--- src/rtl/mem_stage_ls_if.sv ---
// Data-memory req/ack bus between the MEM stage (master) and memory (slave).
// Master drives req/we/sel/addr/wdata; slave returns ack and load data.
interface mem_stage_ls_if #(
  parameter int ADDR_W = 32
);
  logic              mem_req_o;
  logic              mem_we_o;
  logic [3:0]        mem_sel_o;
  logic [ADDR_W-1:0] mem_addr_o;
  logic [31:0]       mem_wdata_o;
  logic              mem_ack_i;
  logic [31:0]       mem_rdata_i;

  modport master (
    output mem_req_o, mem_we_o, mem_sel_o,
    output mem_addr_o, mem_wdata_o,
    input  mem_ack_i, mem_rdata_i
  );

  modport slave (
    input  mem_req_o, mem_we_o, mem_sel_o,
    input  mem_addr_o, mem_wdata_o,
    output mem_ack_i, mem_rdata_i
  );
endinterface

--- src/rtl/mem_stage_ls.sv ---
// MEM stage: byte/half/word loads and stores over a variable-latency bus.
// Ports: clk/rst, EX/MEM inputs (*_i), stall_o, mem bus (master), MEM/WB + exc outputs.
module mem_stage_ls #(
  parameter int ADDR_W      = 32,
  parameter int REG_ADDR_W  = 5,
  parameter int TIMEOUT_CYC = 16
) (
  input  logic                  clk,
  input  logic                  rst,
  input  logic                  valid_i,
  input  logic [3:0]            ls_op_i,
  input  logic [ADDR_W-1:0]     addr_i,
  input  logic [31:0]           store_data_i,
  input  logic [REG_ADDR_W-1:0] reg_waddr_i,
  input  logic                  reg_we_i,
  input  logic [31:0]           reg_wdata_i,
  output logic                  stall_o,
  mem_stage_ls_if.master        mem,
  output logic                  wb_valid_o,
  output logic [REG_ADDR_W-1:0] wb_waddr_o,
  output logic                  wb_we_o,
  output logic [31:0]           wb_wdata_o,
  output logic                  exc_misalign_o,
  output logic                  exc_buserr_o,
  output logic [ADDR_W-1:0]     exc_badaddr_o
);

  localparam int CNT_W = (TIMEOUT_CYC > 1) ? $clog2(TIMEOUT_CYC) : 1;

  typedef enum logic { IDLE, BUSY } state_e;
  typedef enum logic [1:0] { SZ_N, SZ_B, SZ_H, SZ_W } sz_e;

  typedef struct packed {
    logic [ADDR_W-1:0]     addr;
    logic                  ld;
    logic                  sgn;
    sz_e                   sz;
    logic [REG_ADDR_W-1:0] waddr;
    logic                  we;
    logic [31:0]           wdata;
  } cap_t;

  state_e state_q, state_d;
  logic [CNT_W-1:0] cnt_q, cnt_d;
  cap_t cap_q, cap_d;

  logic req_q, req_d, we_q, we_d;
  logic [3:0] sel_q, sel_d;
  logic [ADDR_W-1:0] maddr_q, maddr_d;
  logic [31:0] mwd_q, mwd_d;

  logic wbv_q, wbv_d, wbwe_q, wbwe_d;
  logic [REG_ADDR_W-1:0] wba_q, wba_d;
  logic [31:0] wbd_q, wbd_d;
  logic mis_q, mis_d, bus_q, bus_d;
  logic [ADDR_W-1:0] bad_q, bad_d;

  logic is_ld, is_st, sgn, mis, mem_op, tmo, accept;
  sz_e sz;
  logic [1:0] lane;
  logic [3:0] sel_c;
  logic [31:0] wd_c, rsh, ld_data;

  // Op decode; unlisted encodings behave as "none".
  always_comb begin
    is_ld = 1'b0;
    is_st = 1'b0;
    sgn   = 1'b0;
    sz    = SZ_N;
    case (ls_op_i)
      4'd1:  begin is_ld = 1'b1; sgn = 1'b1; sz = SZ_B; end
      4'd2:  begin is_ld = 1'b1; sz = SZ_B; end
      4'd3:  begin is_ld = 1'b1; sgn = 1'b1; sz = SZ_H; end
      4'd4:  begin is_ld = 1'b1; sz = SZ_H; end
      4'd5:  begin is_ld = 1'b1; sz = SZ_W; end
      4'd9:  begin is_st = 1'b1; sz = SZ_B; end
      4'd10: begin is_st = 1'b1; sz = SZ_H; end
      4'd11: begin is_st = 1'b1; sz = SZ_W; end
      default: ;
    endcase
  end

  assign lane   = addr_i[1:0];
  assign mem_op = is_ld | is_st;
  assign mis    = ((sz == SZ_H) && lane[0]) ||
                  ((sz == SZ_W) && (lane != 2'b00));
  assign accept = (state_q == IDLE) && valid_i;

  always_comb begin
    sel_c = 4'b0000;
    wd_c  = store_data_i;
    unique case (sz)
      SZ_B: begin
        sel_c = 4'b0001 << lane;
        wd_c  = {4{store_data_i[7:0]}};
      end
      SZ_H: begin
        sel_c = 4'b0011 << lane;
        wd_c  = {2{store_data_i[15:0]}};
      end
      SZ_W: sel_c = 4'b1111;
      default: ;
    endcase
  end

  // Load extraction uses the lane captured at accept time.
  assign rsh = mem.mem_rdata_i >> {cap_q.addr[1:0], 3'b000};

  always_comb begin
    ld_data = mem.mem_rdata_i;
    unique case (cap_q.sz)
      SZ_B: ld_data = {{24{cap_q.sgn & rsh[7]}}, rsh[7:0]};
      SZ_H: ld_data = {{16{cap_q.sgn & rsh[15]}}, rsh[15:0]};
      default: ;
    endcase
  end

  // Ack on the final count still completes the access normally.
  assign tmo = (TIMEOUT_CYC != 0) &&
               (cnt_q == CNT_W'(TIMEOUT_CYC - 1));

  always_ff @(posedge clk or posedge rst) begin
    if (rst) begin
      state_q <= IDLE;
      cnt_q   <= '0;
    end else begin
      state_q <= state_d;
      cnt_q   <= cnt_d;
    end
  end

  always_comb begin
    state_d = state_q;
    cnt_d   = '0;
    unique case (state_q)
      IDLE: if (accept && mem_op && !mis) state_d = BUSY;
      BUSY: begin
        cnt_d = cnt_q + 1'b1;
        if (mem.mem_ack_i || tmo) state_d = IDLE;
      end
      default: state_d = IDLE;
    endcase
  end

  always_comb begin
    req_d   = 1'b0;
    we_d    = 1'b0;
    sel_d   = '0;
    maddr_d = '0;
    mwd_d   = '0;
    wbv_d   = 1'b0;
    wba_d   = '0;
    wbwe_d  = 1'b0;
    wbd_d   = '0;
    mis_d   = 1'b0;
    bus_d   = 1'b0;
    bad_d   = '0;
    cap_d   = cap_q;
    unique case (state_q)
      IDLE: if (accept) begin
        if (!mem_op) begin
          wbv_d  = 1'b1;
          wba_d  = reg_waddr_i;
          wbwe_d = reg_we_i;
          wbd_d  = reg_wdata_i;
        end else if (mis) begin
          wbv_d = 1'b1;
          wba_d = reg_waddr_i;
          mis_d = 1'b1;
          bad_d = addr_i;
        end else begin
          req_d       = 1'b1;
          we_d        = is_st;
          sel_d       = sel_c;
          maddr_d     = {addr_i[ADDR_W-1:2], 2'b00};
          mwd_d       = is_st ? wd_c : 32'h0;
          cap_d.addr  = addr_i;
          cap_d.ld    = is_ld;
          cap_d.sgn   = sgn;
          cap_d.sz    = sz;
          cap_d.waddr = reg_waddr_i;
          cap_d.we    = reg_we_i;
          cap_d.wdata = reg_wdata_i;
        end
      end
      BUSY: begin
        if (mem.mem_ack_i) begin
          wbv_d  = 1'b1;
          wba_d  = cap_q.waddr;
          wbwe_d = cap_q.we;
          wbd_d  = cap_q.ld ? ld_data : cap_q.wdata;
        end else if (tmo) begin
          wbv_d = 1'b1;
          wba_d = cap_q.waddr;
          bus_d = 1'b1;
          bad_d = cap_q.addr;
        end else begin
          req_d   = req_q;
          we_d    = we_q;
          sel_d   = sel_q;
          maddr_d = maddr_q;
          mwd_d   = mwd_q;
        end
      end
      default: ;
    endcase
  end

  always_ff @(posedge clk or posedge rst) begin
    if (rst) begin
      req_q   <= 1'b0;
      we_q    <= 1'b0;
      sel_q   <= '0;
      maddr_q <= '0;
      mwd_q   <= '0;
      wbv_q   <= 1'b0;
      wba_q   <= '0;
      wbwe_q  <= 1'b0;
      wbd_q   <= '0;
      mis_q   <= 1'b0;
      bus_q   <= 1'b0;
      bad_q   <= '0;
      cap_q   <= '0;
    end else begin
      req_q   <= req_d;
      we_q    <= we_d;
      sel_q   <= sel_d;
      maddr_q <= maddr_d;
      mwd_q   <= mwd_d;
      wbv_q   <= wbv_d;
      wba_q   <= wba_d;
      wbwe_q  <= wbwe_d;
      wbd_q   <= wbd_d;
      mis_q   <= mis_d;
      bus_q   <= bus_d;
      bad_q   <= bad_d;
      cap_q   <= cap_d;
    end
  end

  assign stall_o         = (state_q == BUSY);
  assign mem.mem_req_o   = req_q;
  assign mem.mem_we_o    = we_q;
  assign mem.mem_sel_o   = sel_q;
  assign mem.mem_addr_o  = maddr_q;
  assign mem.mem_wdata_o = mwd_q;
  assign wb_valid_o      = wbv_q;
  assign wb_waddr_o      = wba_q;
  assign wb_we_o         = wbwe_q;
  assign wb_wdata_o      = wbd_q;
  assign exc_misalign_o  = mis_q;
  assign exc_buserr_o    = bus_q;
  assign exc_badaddr_o   = bad_q;

endmodule
--- src/flat_wrapper.sv ---
// flat-port wrapper written by rule: the top's interface ports become plain ports
module mem_stage_ls_flat 
#(
  parameter int ADDR_W      = 32,
  parameter int REG_ADDR_W  = 5,
  parameter int TIMEOUT_CYC = 16
)
  (clk, rst, valid_i, ls_op_i, addr_i, store_data_i, reg_waddr_i, reg_we_i, reg_wdata_i, stall_o, wb_valid_o, wb_waddr_o, wb_we_o, wb_wdata_o, exc_misalign_o, exc_buserr_o, exc_badaddr_o, mem_mem_req_o, mem_mem_we_o, mem_mem_sel_o, mem_mem_addr_o, mem_mem_wdata_o, mem_mem_ack_i, mem_mem_rdata_i);
  mem_stage_ls_if #(.ADDR_W(ADDR_W)) mem_i ();
  input  logic clk;
  input  logic rst;
  input  logic valid_i;
  input  logic [3:0] ls_op_i;
  input  logic [ADDR_W-1:0] addr_i;
  input  logic [31:0] store_data_i;
  input  logic [REG_ADDR_W-1:0] reg_waddr_i;
  input  logic reg_we_i;
  input  logic [31:0] reg_wdata_i;
  output logic stall_o;
  output logic wb_valid_o;
  output logic [REG_ADDR_W-1:0] wb_waddr_o;
  output logic wb_we_o;
  output logic [31:0] wb_wdata_o;
  output logic exc_misalign_o;
  output logic exc_buserr_o;
  output logic [ADDR_W-1:0] exc_badaddr_o;
  output wire logic [$bits(mem_i.mem_req_o)-1:0] mem_mem_req_o;
  output wire logic [$bits(mem_i.mem_we_o)-1:0] mem_mem_we_o;
  output wire logic [$bits(mem_i.mem_sel_o)-1:0] mem_mem_sel_o;
  output wire logic [$bits(mem_i.mem_addr_o)-1:0] mem_mem_addr_o;
  output wire logic [$bits(mem_i.mem_wdata_o)-1:0] mem_mem_wdata_o;
  input wire logic [$bits(mem_i.mem_ack_i)-1:0] mem_mem_ack_i;
  input wire logic [$bits(mem_i.mem_rdata_i)-1:0] mem_mem_rdata_i;
  assign mem_mem_req_o = mem_i.mem_req_o;
  assign mem_mem_we_o = mem_i.mem_we_o;
  assign mem_mem_sel_o = mem_i.mem_sel_o;
  assign mem_mem_addr_o = mem_i.mem_addr_o;
  assign mem_mem_wdata_o = mem_i.mem_wdata_o;
  assign mem_i.mem_ack_i = mem_mem_ack_i;
  assign mem_i.mem_rdata_i = mem_mem_rdata_i;
  mem_stage_ls #(.ADDR_W(ADDR_W), .REG_ADDR_W(REG_ADDR_W), .TIMEOUT_CYC(TIMEOUT_CYC)) u_core (.clk(clk), .rst(rst), .valid_i(valid_i), .ls_op_i(ls_op_i), .addr_i(addr_i), .store_data_i(store_data_i), .reg_waddr_i(reg_waddr_i), .reg_we_i(reg_we_i), .reg_wdata_i(reg_wdata_i), .stall_o(stall_o), .mem(mem_i), .wb_valid_o(wb_valid_o), .wb_waddr_o(wb_waddr_o), .wb_we_o(wb_we_o), .wb_wdata_o(wb_wdata_o), .exc_misalign_o(exc_misalign_o), .exc_buserr_o(exc_buserr_o), .exc_badaddr_o(exc_badaddr_o));
endmodule
--- config.mk ---
export PLATFORM = sky130hd
export DESIGN_NAME = mem_stage_ls_flat
export DESIGN_NICKNAME = d
export VERILOG_FILES = /design/src/rtl/mem_stage_ls_if.sv /design/src/rtl/mem_stage_ls.sv /design/src/flat_wrapper.sv
export SDC_FILE = /design/constraint.sdc
export NUM_CORES = 1
export LEC_CHECK = 0
export ABC_AREA = 1
export BUFFER_PORTS_ARGS = -buffer_cell sky130_fd_sc_hd__buf_2
export CORE_ASPECT_RATIO = 2
export CORE_MARGIN = 2
export CORE_UTILIZATION = 50
export CTS_BUF_LIST = sky130_fd_sc_hd__clkbuf_8
export CTS_CLUSTER_DIAMETER = 80
export DETAILED_ROUTE_END_ITERATION = 10
export PLACE_DENSITY = 0.77
export SLEW_MARGIN = 20
export SYNTH_ARGS = -nofsm -noshare
export SYNTH_HDL_FRONTEND = slang
export SYNTH_SLANG_ARGS = --single-unit
--- constraint.sdc ---
create_clock -name clk -period 18.1 [get_ports clk]
set_input_delay 1.81 -clock clk [delete_from_list [all_inputs] [get_ports clk]]
set_output_delay 1.81 -clock clk [all_outputs]
set_load 0.05 [all_outputs]
# Word-level counts from Yosys, hierarchy flattened
# Index checks and enable logic that the tools add are counted.
# totals
register_bits	222
output_inout_bits	144
# classes
add_sub_neg	1
eq_ne	15
shift	3
n_mux	70
bitwise	5
n_reduce_logical	16
# ops
operator	n
2-to-1 mux 32 bit	18
case mux 32 bit (2 select lines)	6
>> shifter 32 x 5 -> 16 bit	1
2-to-1 mux 1 bit	26
2-to-1 mux 5 bit	5
2-to-1 mux 4 bit	6
equality test 4 bit, second input constant	4
case mux 4 bit (3 select lines)	1
case mux 1 bit (2 select lines)	5
case mux 5 bit (2 select lines)	1
OR reduction 3 bit	3
equality test 4 x 2 -> 1 bit, second input constant	2
equality test 4 x 3 -> 1 bit, second input constant	2
case mux 4 bit (2 select lines)	1
equality test 2 bit, second input constant	3
case mux 2 bit (3 select lines)	1
logical AND 1 bit	5
OR reduction 5 bit	1
adder 4 x 1 -> 4 bit, second input constant	1
equality test 2 x 1 -> 1 bit, second input constant	2
equality test 4 x 1 -> 1 bit, second input constant	1
AND reduction 4 bit	1
OR reduction 2 bit	2
<< shifter 1 x 2 -> 4 bit, first input constant	1
8 further kinds	11

# Longest topological paths before layout
# Gate-level depths: netlist of the first run.
# depth
depth_word	10
depth_mapped	14
ltp_nobuf	13

# Least setup slack after synthesis of the first run
# OpenSTA, ideal clock, no wires.
# synth_path
path_kind	input -> register
from	input ls_op_i[1]
to	register u_core.bad_q[28] (netlist: u_core.exc_badaddr_o[28])
setup_time_ps	83
t_arrival_ps	3265
t_required_ps	18017
slack_ps	14752
path_stages	14
path_buffers	1
cell_sequence	nor2_1 > nand2_1 > and2_1 > inv_1 > ha_1 > inv_1 > a21oi_1 > inv_1 > nor2_1 > nand2_1 > buf_2 > inv_1 > nand2_1 > o21ai_0
# synth_via
elab_chain_len	10
elab_cells_between_ends	26
classes_between	eq/ne (10); mux (7); bitwise (1); reduce/logical (8)
# synth_lines
element	line	rtl
from (decl)	flat_wrapper.sv:13	input logic [3:0] ls_op_i;
equality test 4 x 2 -> 1 bit, or another cell as far along	mem_stage_ls.sv:70	case (ls_op_i)
OR reduction 3 bit (no line) / OR reduction 2 bit (equally long branches)	--	
case mux 2 bit (3 select lines) *	mem_stage_ls.sv:70	
via u_core.sz[1]	mem_stage_ls.sv:59	sz_e sz;
equality test 2 bit (on tied branches)	mem_stage_ls.sv:85, mem_stage_ls.sv:86	
logical AND 1 bit (on tied branches)	mem_stage_ls.sv:85, mem_stage_ls.sv:86	
logical OR 1 bit *	mem_stage_ls.sv:85	assign mis = ((sz == SZ_H) && lane[0]) ||
2-to-1 mux 32 bit *	mem_stage_ls.sv:166	end else if (mis) begin
2-to-1 mux 32 bit *	mem_stage_ls.sv:161	if (!mem_op) begin
2-to-1 mux 32 bit *	mem_stage_ls.sv:160	IDLE: if (accept) begin
case mux 32 bit (2 select lines) *	mem_stage_ls.sv:159	unique case (state_q)
via u_core.bad_d[28]	mem_stage_ls.sv:56	logic [ADDR_W-1:0] bad_q, bad_d;
to (signal assigned)	mem_stage_ls.sv:222	bad_q <= '0;
to (signal assigned)	mem_stage_ls.sv:236	bad_q <= bad_d;
to (decl)	mem_stage_ls.sv:56	
# The timed path passes the listed nets; every way through them passes the cells marked *.
# A chain may end at the register's enable or synchronous reset.

# Final worst setup path of the first run
# layout_path
from	input ls_op_i[1]
to	register u_core.cap_q[55] (netlist name)
# layout_via
elab_chain_len	8
elab_cells_between_ends	24
classes_between	eq/ne (10); mux (3); bitwise (2); reduce/logical (9)
# layout_lines
element	line	rtl
equality test 4 x 2 -> 1 bit, or another cell as far along	mem_stage_ls.sv:70	
OR reduction 3 bit (no line) / OR reduction 2 bit (equally long branches)	--	
case mux 2 bit (3 select lines) *	mem_stage_ls.sv:70	
via u_core.sz[1]	mem_stage_ls.sv:59	
equality test 2 bit (on tied branches)	mem_stage_ls.sv:85, mem_stage_ls.sv:86	
logical AND 1 bit (on tied branches)	mem_stage_ls.sv:85, mem_stage_ls.sv:86	
logical OR 1 bit *	mem_stage_ls.sv:85	
NOT 1 bit (no line) *	--	
AND reduction 4 bit (no line) *	--	
to (signal assigned)	mem_stage_ls.sv:237	cap_q <= cap_d;
to (decl)	mem_stage_ls.sv:45	cap_t cap_q, cap_d;
# Marked as above.

==> run_results.csv, run 1 <==
group,metric,value,unit
final_layout,area_delta_synth_final,19.48,%
timing,setup_tns,0,ps
hold_path,holdPathStages,1,
placed_design,gp_congestion,0.9559,
power_and_ir_drop,p_int,0.8567,mW
route,drt-wirelength-per-cell,16.28,um
timing,fmax,224.3,MHz
logic_synthesis,synth.top_cell.area_share,54.15,%
grt,grt.overflow.total,0,
timing,skew,12.14,ps
route,totalWireLength,28.26,mm
route,vias,8892,
critical_path,critPathKind,"in -> reg",
critical_path,path_buf_inv,3,
power_and_ir_drop,powerDensity,112.7,nW/um^2
power_and_ir_drop,ir_drop,0.00007625,V
power_and_ir_drop,power.switching,0.5128,mW
route,antenna_left,0,
floorplanning,die_w,104.8,um
power_and_ir_drop,finalPower,1.369,mW
final_layout,fin_nets,1600,
critical_path,critPathTopFamily,"simple AND/OR/NAND/NOR gates",
clocking,clk_pin_slew_worst_paths,70,ps
grt,grt_pass1_vias,8745,
floorplanning,io_pins,286,
power_and_ir_drop,pwr-share-seq,43.6,%
clocking,cts_hold_buf,0,
logic_synthesis,synth_area_leaders,"dfrtp_1 (54%), nand2_1 (15%), o21ai_0 (6.5%)",
logic_synthesis,synth_largest_area_cell,"dfrtp_1",
critical_path,cp.required,18610,ps
outcome,outcome,"completed",
timing,drv_slew,0,
placed_design,dp_hpwl,20.19,mm
hold_path,min_path_type,"reg -> reg",
critical_path,crit_top_cell,"nand2_1",
clocking,cts_setup_buffers,0,
route,route.detailed.drc,0,
final_layout,final_common_cell,"nand2_1",
logic_synthesis,syn_area,10170,sq um
final_layout,drive_gt1_share,27.37,%
clocking,clockRootBuffer,"clkbuf_8",
logic_synthesis,yosysSeqAreaShare,54.15,%
logic_synthesis,syn_avg_cell_area,8.508,sq um
clocking,worstSkewPairLatency,590,ps
critical_path,slowest_stage,"buf_4",
timing,fin_crit_sh,24.63,%
grt,grt.total_usage,25.70,%
logic_synthesis,synth.distinct_cells,31,
route,dr.first_iter.drc_count,416,
timing,fin_hold_ws,462.5,ps
timing,period_minus_slack,4458,ps
grt,grt_first_pass_wirelength,43.97,mm
timing,worst_slew_pin_slew,1052,ps
grt,grt_antenna_before_repair,3,
clocking,numCtsBuffers,31,
logic_synthesis,ys_warn_count,0,
floorplanning,rows,73,
timing,finalSetupViolations,0,
route,vias_per_cell,5.122,
critical_path,cp_max_fo,74,
clocking,htree_levels,1,
run,drv_cap,0,
clocking,clk_path_buf_depth,3,
power_and_ir_drop,clkPwrFrac,26.7,%
floorplanning,die_h,205.7,um
grt,grt_start_max_net_pins,90,
clocking,cts_resized,0,
power_and_ir_drop,combPwrFrac,29.6,%
critical_path,startpoint_type,"input port",
critical_path,crit_cells,13,
placed_design,io_buffers,283,
clocking,numClockSinks,220,
floorplanning,initial_core_util,51.06,%
logic_synthesis,synth-seq-cells,220,
final_layout,layout_common_cells,"nand2_1 (411), buf_2 (283), dfrtp_1 (220)",
critical_path,reg2regPathDepth,7,
route,first_pass_iters,8,
timing,slew_headroom,29.73,%
power_and_ir_drop,p_leak,6.840,nW
clocking,cts_tree,"done",
floorplanning,coreArea,19910,sq um
timing,hold_viol,0,
floorplanning,die_area,21560,sq um
critical_path,path_cells,"buf_2 > nor2_1 > nand2_1 > and2_1 > inv_1 > ha_1 > nand2_1 > a21oi_1 > nor2_1 > nand2_4 > buf_4 > nand2_1 > o21ai_2",
critical_path,arrival,4960,ps
critical_path,cpPeakStageDelay,840,ps
critical_path,worst_setup_path_end_kind,"register",
power_and_ir_drop,switching_share,37.44,%
placed_design,place_area,11570,sq um
logic_synthesis,synthCells,1195,
final_layout,final_area,12150,sq um
timing,rsz0062_at_grt,"no",
-- power by group through the flow --
| stage | logic [mW] | registers [mW] | clock network (mW) |
|---|---|---|---|
| finish | 0.406 | 0.598 | 0.366 |
| global route | 0.451 | 0.605 | 0.394 |
| CTS | 0.407 | 0.597 | 0.375 |
| detailed placement | 0.404 | 0.606 | 0 |
| global placement | 0.398 | 0.604 | 0 |
| floorplan | 0.240 | 0.672 | 0 |
-- synth_stat cells (all sizes together) --
master and number:
nand2 415, clkbuf 25, o211ai 22, xor2 1
a31oi 2, nand3b 1, o21ai 197, nor2 21
or2 1, dfrtp 220, a21oi 41, and2 1
conb 1, o22ai 14, buf 44, a21boi 8
o31ai 14, nand3 25, ha 7, inv 135
-- per-layer routing --
| layer | vias to the layer above | GRT usage, % | part of all wire (%) |
|---|---|---|---|
| li1 | 4319 | - | - |
| met1 | 4159 | 28.44 | 36 |
| met2 | 340 | 46.41 | 53 |
| met3 | 74 | 4.245 | 5.6 |
| met4 | 0 | 14.38 | 5.2 |
| met5 | - | 0 | 0 |
-- state kept, by name, indices dropped and copies added (netlist names) --
register and cells:
u_core.mem.mem_wdata_o 32, u_core.wb_valid_o 1, u_core.cnt_q 4, u_core.exc_misalign_o 1
u_core.stall_o 1, u_core.mem.mem_addr_o 30, u_core.cap_q 74, u_core.exc_buserr_o 1
u_core.mem.mem_req_o 1, u_core.wb_waddr_o 5, u_core.mem.mem_we_o 1, u_core.wb_wdata_o 32
u_core.mem.mem_sel_o 4, u_core.exc_badaddr_o 32, u_core.wb_we_o 1
-- through the flow --
| step | setup WS [ps] | std cells | util (%) |
|---|---|---|---|
| 6_report | 13640 | 1736 | 61.01 |
| 5_1_grt | 13360 | 1734 | 60.98 |
| 4_1_cts | 13690 | 1731 | 60.93 |
| 3_5_place_dp | 13070 | 1680 | 58.09 |
| 3_3_place_gp | 13210 | 1680 | 58.09 |
| 2_1_floorplan | 10270 | 1196 | - |
-- path summary, 6_finish.rpt --
| path | startpoint | end | slack (ps) |
|---|---|---|---|
| max | ls_op_i[1] | u_core.cap_q[55] | 13640 |
| min | u_core.cnt_q[0] | u_core.cnt_q[0] | 460 |
| max reg2reg | u_core.stall_o | u_core.cap_q[55] | 15520 |
| min reg2reg | u_core.cnt_q[0] | u_core.cnt_q[0] | 460 |
| max in group asynchronous | rst | u_core.exc_badaddr_o[2] | 15390 |
| min in group asynchronous | rst | u_core.wb_wdata_o[22] | 1310 |
-- worst register-to-register path, stage by stage, from the launching register on --
cell and delay, ps:
dfrtp_1 470, inv_2 90, nand2_1 160, nor2_1 100, nand2_4 510, buf_4 870, nand2_1 200, o21ai_2 110
-- cell type report --
cell class,instances,area [sq um]
clock inverter,15,70.07
antenna,5,12.51
multi-input combinational,772,3744
clock buffer,36,495.5
timing repair buffer,291,1476
fill,1850,7764
sequential,220,5505
tap,262,327.8
inverter,135,516.7
-- cells by family after synthesis --
kind of cell / count (synthesis) / synth area share [%]
adder cells (fa/ha/maj): 7 / 0.8614
XOR/XNOR: 1 / 0.08616
AND/OR/NAND/NOR: 464 / 17.82
other: 1 / 0.03688
flip-flops: 220 / 54.15
AO/OA/AOI/OAI: 298 / 17.91
buffers and inverters: 204 / 9.144
(Power assumes the default switching activity.)
==> run 2, diff against run 1 <==
clock period = 4.2 ns   (was 18.1 ns; I/O delays follow)
==> run_results.csv, run 2 (same netlist as run 1, synthesis figures left out) <==
group,metric,value,unit
clocking,clockRootBuffer,"clkbuf_8",
route,totalWireLength,28.41,mm
floorplanning,die_area,21560,sq um
timing,setup_tns,0,ps
timing,worst_slew_pin_slew,1103,ps
final_layout,regMostFlops,"u_core.cap_q",
critical_path,worst_setup_path_end_kind,"register",
floorplanning,initial_core_util,51.06,%
floorplanning,rows,73,
power_and_ir_drop,ir_drop,0.0003074,V
final_layout,final_common_cell,"nand2_1",
timing,slew_headroom,26.38,%
floorplanning,die_w,104.8,um
final_layout,drive_gt1_share,27.88,%
grt,grt.total_usage,26.13,%
clocking,cts_resized,0,
outcome,outcome,"completed",
clocking,clk_path_buf_depth,3,
floorplanning,io_pins,286,
route,drt-wirelength-per-cell,16.27,um
floorplanning,die_h,205.7,um
timing,rsz0062_at_grt,"no",
grt,grt_antenna_before_repair,8,
clocking,htree_levels,2,
timing,skew,22.87,ps
hold_path,min_path_type,"in -> async",
floorplanning,coreArea,19910,sq um
route,first_pass_iters,5,
clocking,cts_setup_buffers,0,
power_and_ir_drop,powerDensity,497.7,nW/um^2
clocking,numClockSinks,220,
clocking,numCtsBuffers,34,
final_layout,fin_nets,1606,
route,dr.first_iter.drc_count,446,
critical_path,critPathKind,"reg -> reg",
timing,finalSetupViolations,0,
critical_path,cp_max_fo,33,
critical_path,cp.required,4570,ps
run,drv_cap,0,
route,vias,9092,
power_and_ir_drop,p_leak,6.915,nW
grt,grt_first_pass_wirelength,44.73,mm
placed_design,io_buffers,283,
grt,grt_pass1_vias,8967,
final_layout,layout_common_cells,"nand2_1 (412), buf_2 (283), dfrtp_1 (220)",
route,antenna_left,0,
clocking,cts_tree,"done",
clocking,cts_hold_buf,0,
critical_path,startpoint_type,"register",
clocking,clk_pin_slew_worst_paths,60,ps
route,route.detailed.drc,0,
final_layout,area_delta_synth_final,21.07,%
timing,fin_crit_sh,61.33,%
critical_path,arrival,2950,ps
timing,fin_ws,1624,ps
grt,grt.overflow.total,0,
timing,period_minus_slack,2576,ps
placed_design,pre_cts_ws,1199,ps
final_layout,largest_reg_flops,74,
placed_design,dp_hpwl,20.43,mm
timing,hold_viol,0,
grt,grt_start_max_net_pins,130,
timing,drv_slew,0,
placed_design,gp_congestion,0.9568,
timing,fmax,388.2,MHz
clocking,worstSkewPairLatency,510,ps
route,vias_per_cell,5.207,
==> run 2: cell count changes in the layout (fill, tap and decap cells not counted), sizes merged <==
cell    delta
diode      +1
inv        -3
bufinv     +1
clkbuf     +6
clkinv     +2
buf        +3
==> run 2: stage by stage <==
| stage | total power, mW | cells | utilization, % | cell area [sq um] | hold slack [ps] |
|---|---|---|---|---|---|
| 2_1_floorplan | 3.931 | 1196 | - | 10170 | 432.7 |
| 3_3_place_gp | 4.334 | 1683 | 58.38 | 11620 | 446.3 |
| 3_5_place_dp | 4.373 | 1683 | 58.38 | 11620 | 463.5 |
| 4_1_cts | 6.166 | 1740 | 61.74 | 12290 | 75.79 |
| 5_1_grt | 6.480 | 1746 | 61.82 | 12310 | 108.8 |
| 6_report | 6.127 | 1746 | 61.82 | 12310 | 79.18 |
==> run 2: worst max-delay path: stages, from the launching register on <==
cell	delay (ps)
dfrtp_1	390
inv_1	60
ha_1	990
nor2_1	360
a21boi_0	520
o22ai_1	130
==> run 2: layer usage <==
layer	vias up	part of all wire, %	global-route usage [%]
met5	-	0.081	0
met2	369	52	46.73
met3	111	5.9	4.530
met1	4273	36	28.32
met4	4	6.3	16.57
li1	4335	-	-
==> run 2: cell type report <==
cell class	count	area, sq um
Timing Repair Buffer	294	1536
Sequential cell	220	5505
Antenna cell	6	15.01
Tap cell	262	327.8
Clock inverter	15	92.59
Inverter	135	513.0
Fill cell	1816	7602
Multi-Input combinational cell	772	3741
Clock buffer	42	578.1
==> run 2: final timing paths <==
kind | from | endpoint | slack [ps] | cells after the start
worst max-delay path | u_core.cap_q[38] | u_core.wb_wdata_o[2] | 1620 | 5
worst min-delay path | rst | u_core.wb_wdata_o[22] | 80 | 2
worst max register to register | u_core.cap_q[38] | u_core.wb_wdata_o[2] | 1620 | 5
worst min register to register | u_core.cnt_q[0] | u_core.cnt_q[0] | 470 | 1
max in group asynchronous | rst | u_core.wb_wdata_o[19] | 3130 | 3
min in group clk | reg_wdata_i[31] | u_core.cap_q[31] | 120 | 3
==> run 2: power by group <==
part	internal (mW)	total (mW)	switching, mW
sequential	2.42	2.57	0.149
combinational	0.499	1.77	1.27
clock	0.964	1.78	0.819
